**src/rtl/alu_op_sequencer.sv**
```systemverilog
// alu_op_sequencer: runs one integer op at a time on the shared ripple ALU
// slice array. Each op is one or more single-cycle passes. XOR and SLL are
// built from several passes, and SLT/SLTU are taken from a subtract pass.
//
// state  | meaning
// IDLE   | waiting for start, array controls held at zero
// RUN    | one array pass per cycle, r_k counts passes
// DONE   | done pulse, result valid, controls zero
module alu_op_sequencer #(
  parameter int WIDTH = 32
) (
  input  logic             i_clk,
  input  logic             i_rst,
  input  logic             i_start,
  input  logic [2:0]       i_op,
  input  logic [WIDTH-1:0] i_a,
  input  logic [WIDTH-1:0] i_b,
  output logic             o_busy,
  output logic             o_done,
  output logic [WIDTH-1:0] o_result,
  output logic [WIDTH-1:0] o_alu_a,
  output logic [WIDTH-1:0] o_alu_b,
  output logic             o_alu_or,
  output logic             o_alu_inv_a,
  output logic             o_alu_inv_b,
  output logic             o_alu_cin,
  output logic             o_alu_flood,
  input  logic [WIDTH-1:0] i_alu_c,
  input  logic             i_alu_cout
);

  localparam int SW = $clog2(WIDTH);

  localparam logic [2:0] OP_ADD  = 3'd0;
  localparam logic [2:0] OP_SUB  = 3'd1;
  localparam logic [2:0] OP_AND  = 3'd2;
  localparam logic [2:0] OP_OR   = 3'd3;
  localparam logic [2:0] OP_XOR  = 3'd4;
  localparam logic [2:0] OP_SLT  = 3'd5;
  localparam logic [2:0] OP_SLTU = 3'd6;
  localparam logic [2:0] OP_SLL  = 3'd7;

  // Pass encodings, {or, inv_a, inv_b, cin, flood}
  localparam logic [4:0] PASS_ADD = 5'b00000;
  localparam logic [4:0] PASS_SUB = 5'b00110;
  localparam logic [4:0] PASS_OR  = 5'b10000;
  localparam logic [4:0] PASS_AND = 5'b11101;

  typedef enum logic [1:0] {S_IDLE, S_RUN, S_DONE} state_t;

  state_t            r_state;
  state_t            w_state_nxt;
  logic [2:0]        r_op;
  logic [WIDTH-1:0]  r_a;
  logic [WIDTH-1:0]  r_b;
  logic [WIDTH-1:0]  r_t;
  logic [WIDTH-1:0]  r_u;
  logic [SW-1:0]     r_k;
  logic [WIDTH-1:0]  r_result;
  logic [SW-1:0]     w_npass;
  logic              w_last;
  logic [4:0]        w_ctrl;
  logic              w_ovf;
  logic [WIDTH-1:0]  w_pass_result;
  logic              w_sll_zero;

  assign w_sll_zero = (i_op == OP_SLL) && (i_b[SW-1:0] == '0);

  // Next state, pass decode and array controls; controls come only from registers
  always_comb begin
    w_state_nxt = r_state;
    w_ctrl      = 5'b00000;
    o_alu_a     = '0;
    o_alu_b     = '0;
    case (r_op)
      OP_XOR:  w_npass = SW'(3);
      OP_SLL:  w_npass = r_b[SW-1:0];
      default: w_npass = SW'(1);
    endcase
    w_last = (r_k == w_npass - SW'(1));
    case (r_state)
      S_IDLE: begin
        if (i_start) w_state_nxt = w_sll_zero ? S_DONE : S_RUN;
      end
      S_RUN: begin
        o_alu_a = r_a;
        o_alu_b = r_b;
        case (r_op)
          OP_ADD:  w_ctrl = PASS_ADD;
          OP_AND:  w_ctrl = PASS_AND;
          OP_OR:   w_ctrl = PASS_OR;
          OP_XOR: begin
            if (r_k == SW'(0))      w_ctrl = PASS_OR;
            else if (r_k == SW'(1)) w_ctrl = PASS_AND;
            else begin
              w_ctrl  = PASS_SUB;
              o_alu_a = r_t;
              o_alu_b = r_u;
            end
          end
          OP_SLL: begin
            w_ctrl  = PASS_ADD;
            o_alu_a = r_t;
            o_alu_b = r_t;
          end
          default: w_ctrl = PASS_SUB;
        endcase
        if (w_last) w_state_nxt = S_DONE;
      end
      S_DONE:  w_state_nxt = S_IDLE;
      default: w_state_nxt = S_IDLE;
    endcase
    {o_alu_or, o_alu_inv_a, o_alu_inv_b, o_alu_cin, o_alu_flood} = w_ctrl;
  end

  // Final-pass result: comparisons reduce the subtract pass to one bit
  always_comb begin
    w_ovf = (r_a[WIDTH-1] != r_b[WIDTH-1]) && (i_alu_c[WIDTH-1] != r_a[WIDTH-1]);
    case (r_op)
      OP_SLT:  w_pass_result = {{(WIDTH-1){1'b0}}, i_alu_c[WIDTH-1] ^ w_ovf};
      OP_SLTU: w_pass_result = {{(WIDTH-1){1'b0}}, ~i_alu_cout};
      default: w_pass_result = i_alu_c;
    endcase
  end

  // State register plus operand latch, pass counter and intermediate capture
  always_ff @(posedge i_clk) begin
    if (i_rst) begin
      r_state  <= S_IDLE;
      r_op     <= 3'd0;
      r_a      <= '0;
      r_b      <= '0;
      r_t      <= '0;
      r_u      <= '0;
      r_k      <= '0;
      r_result <= '0;
    end else begin
      r_state <= w_state_nxt;
      case (r_state)
        S_IDLE: begin
          if (i_start) begin
            r_op <= i_op;
            r_a  <= i_a;
            r_b  <= i_b;
            r_t  <= i_a;
            r_k  <= '0;
            if (w_sll_zero) r_result <= i_a;
          end
        end
        S_RUN: begin
          if (w_last) begin
            r_result <= w_pass_result;
            r_k      <= '0;
          end else begin
            r_k <= r_k + SW'(1);
          end
          if (r_op == OP_SLL) r_t <= i_alu_c;
          if (r_op == OP_XOR && r_k == SW'(0)) r_t <= i_alu_c;
          if (r_op == OP_XOR && r_k == SW'(1)) r_u <= i_alu_c;
        end
        default: ;
      endcase
    end
  end

  assign o_busy   = (r_state != S_IDLE);
  assign o_done   = (r_state == S_DONE);
  assign o_result = r_result;

endmodule

```
**config.mk**
```make
export PLATFORM = sky130hd
export DESIGN_NAME = alu_op_sequencer
export DESIGN_NICKNAME = d
export VERILOG_FILES = /design/src/rtl/alu_op_sequencer.sv
export SDC_FILE = /design/constraint.sdc
export NUM_CORES = 1
export LEC_CHECK = 0
export CAP_MARGIN = 10
export CORE_MARGIN = 3
export CORE_UTILIZATION = 53
export DETAILED_ROUTE_END_ITERATION = 10
export GPL_TIMING_DRIVEN = 0
export PLACE_DENSITY = 0.86
export RECOVER_POWER = 25
export SLEW_MARGIN = 20
export SYNTH_ARGS = -nofsm -noshare
export SYNTH_HDL_FRONTEND = slang
export SYNTH_SLANG_ARGS = --single-unit
```
**constraint.sdc**
```tcl
create_clock -name i_clk -period 4.6 [get_ports i_clk]
set_input_delay 0.69 -clock i_clk [delete_from_list [all_inputs] [get_ports i_clk]]
set_output_delay 0.69 -clock i_clk [all_outputs]
set_load 0.01 [all_outputs]
```
==> impl_metrics.env <==
export IMPL_syn_area_per_cell_sq_um=7.62
export IMPL_hp_class="flop to flop"
export IMPL_synth_xor_xnor_area_share_pct=0.544
export IMPL_p_leak_nw=3.81
export IMPL_hold_viol=0
export IMPL_end_kind="primary output"
export IMPL_ys_seq_area_share_pct=42.3
export IMPL_clkTransAtPathRegs_ps=60
export IMPL_drive_gt1_share_pct=6.19
export IMPL_critPathSlowestCell="a222oi_1"
export IMPL_synth_warnings=0
export IMPL_post_route_drc_count=0
export IMPL_final_common_cell="nand2_1"
export IMPL_nets=1387
export IMPL_maxSlewHeadroom_pct=43.8
export IMPL_fin_crit_ps=4260
export IMPL_overflow=0
export IMPL_synth_compound_area_share_pct=27.4
export IMPL_grt_pass1_wl_um=44900
export IMPL_cp_start_kind="flop"
export IMPL_maxCapViolations=0
export IMPL_setup_tns_ps=0
export IMPL_synthCells=1057
export IMPL_start_util_pct=54.8
export IMPL_grt_use_total_pct=34.6
export IMPL_die_h_um=129
export IMPL_gp_congestion=0.941
export IMPL_fin_util_pct=74.3
export IMPL_area_growth_pct=35.7
export IMPL_holdBufCountCts=0
export IMPL_core_area_sq_um=14700
export IMPL_syn_nets=1164
export IMPL_cts_buffers=17
export IMPL_rows=44
export IMPL_cp_data_arrival_time_ps=3570
export IMPL_cp_cell_sequence="inv_1 -> ha_1 -> o21a_1 -> nor3_1 -> o21ai_2 -> clkbuf_1 -> a222oi_1 -> nor2_1 -> clkdlybuf4s50_1"
export IMPL_drv_slew=0
export IMPL_outcome="finished, final reports clean"
export IMPL_routed_via_density=6.19
export IMPL_cts_root_buf="clkbuf_16"
export IMPL_routedWlPerCell_um=20.0
export IMPL_grt_antenna_before_repair=0
export IMPL_fmax_mhz=235
export IMPL_netlist_area_sq_um=8050
export IMPL_cp_max_fo=10
export IMPL_dr_pass1_iters=9
export IMPL_max_vdd_ir_drop_v=0.000270
export IMPL_detail_route_antenna_nets=0
export IMPL_cts_tree="built"
export IMPL_clock_sinks=170
export IMPL_fin_worst_hold_slack_ps=455
export IMPL_synth_distinct_cells=47
export IMPL_io_buffers=204
export IMPL_p_total_w=0.00383
export IMPL_post_cts_setup_buffers=0
export IMPL_cts_resized=0
export IMPL_ys_seq_elements=170
export IMPL_fin_crit_sh_pct=92.6
export IMPL_synth_mux_area_share_pct=0.124
export IMPL_num_io_pins=206
export IMPL_final_cell_mix="nand2_1 (338), clkdlybuf4s50_1 (171), dfxtp_1 (170)"
export IMPL_synth_edf_count=0
export IMPL_die_w_um=129
export IMPL_async_flop_share_pct=0
export IMPL_h_tree_depth=4
export IMPL_rsz0062_at_grt="false"
export IMPL_worstPathRequired_ps=3910
export IMPL_report_final_setup_viol=0
export IMPL_routed_wl_um=29500
export IMPL_drt_first_iter_violations=1522
export IMPL_synth_top_family_by_area="compound AO/OA/AOI/OAI gates"
export IMPL_grt_pass1_vias=8558
export IMPL_dp_hpwl_um=21100
export IMPL_grt_max_degree=17
export IMPL_cpPeakStageDelay_ps=580
export IMPL_worstMarginPinSlew_ps=843
export IMPL_clock_latency_ps=440
export IMPL_powerDensity_nw_per_um2=351
export IMPL_skew_ps=6.20
export IMPL_antennaDiodeCount=0
export IMPL_dr_total_vias=9134
export IMPL_synth_main_ff_cell="dfxtp_1"
export IMPL_yosys_area_share_simple_pct=23.5
export IMPL_worstSetupPathType="flop to primary output"
export IMPL_die_area_sq_um=16700
export IMPL_synthAdderAreaFrac_pct=0.746
export IMPL_clockBufferDepth=2
-- critical path: cells and delay by family, from the launching register on --
kind,cells,cell delay [ps]
AO/OA/AOI/OAI,3,1070
flip-flops,1,450
AND/OR/NAND/NOR,2,380
buffers and inverters,3,950
adder cells (fa/ha/maj),1,270
-- per-stage QoR --
stage | std cells | area (sq um) | setup WS (ps)
after floorplan | 1057 | 8050 | 1980
after global placement | 1445 | 10300 | 961
after detailed placement | 1445 | 10300 | 968
final | 1476 | 10900 | 340
after CTS | 1476 | 10900 | 492
after global routing | 1476 | 10900 | 192
-- synthesized netlist by cell type, types with 5 or more instances --
library cell  instances  area share (%)
a21boi_0             31             2.9
a21oi_1             143             8.9
a221oi_2             30             5.6
a222oi_1             32             4.0
a311oi_1             32             3.5
and3_1                6            0.47
buf_4                 5            0.47
clkbuf_1             80             3.7
dfxtp_1             170              42
inv_1                 7            0.33
nand2_1             338              16
nand3_1               9            0.56
nor2_1              106             4.9
o21ai_0               5            0.31
-- cell type report --
class	instances	area, sq um
fillers	1099	3770
clock inverters	7	87.6
multi-input cells	785	4210
repair buffers	204	2040
inverters	7	26.3
plain buffers	95	410
flip-flops and latches	170	3400
well taps	184	230
clock buffers	24	512
-- state kept, by name, indices dropped and copies added (netlist names) --
register	cells
o_result	32
r_a	32
r_b	32
r_t	32
r_state	2
r_k	5
r_u	32
r_op	3
-- metal layers --
layer / vias up / GRT usage, % / wire, um
met4: 0 / 13.8 / 1120
met3: 97 / 8.41 / 3580
met5: - / 0 / 0
li1: 4124 / - / -
met2: 699 / 54.8 / 13600
met1: 4214 / 45.8 / 11200
-- report_power, final --
part / internal [W] / total [W] / switching (W) / leakage [nW]
Sequential: 0.00158 / 0.00165 / 0.0000741 / 1.39
Clock: 0.000879 / 0.00147 / 0.000588 / 0.298
Combinational: 0.000303 / 0.000716 / 0.000413 / 2.12
Total: 0.00276 / 0.00383 / 0.00107 / 3.81
-- logic make-up after synthesis --
kind of cell	Yosys count
and+or+nand+nor	480
AOI/OAI and AO/OA	294
DFF	170
buffers and inverters	102
xor gates and xnor gates	5
adders and majority gates	5
muxes	1
-- worst paths after layout --
path / from / end / slack [ps] / depth (start not counted)
worst min-delay path: r_a[25] / r_a[25] / 450 / 2
worst max-delay path: r_k[0] / o_alu_b[31] / 340 / 9
worst min register to register: r_a[25] / r_a[25] / 450 / 2
worst max register to register: r_op[1] / o_result[3] / 1540 / 11
Power figures use the tool's default switching activity.
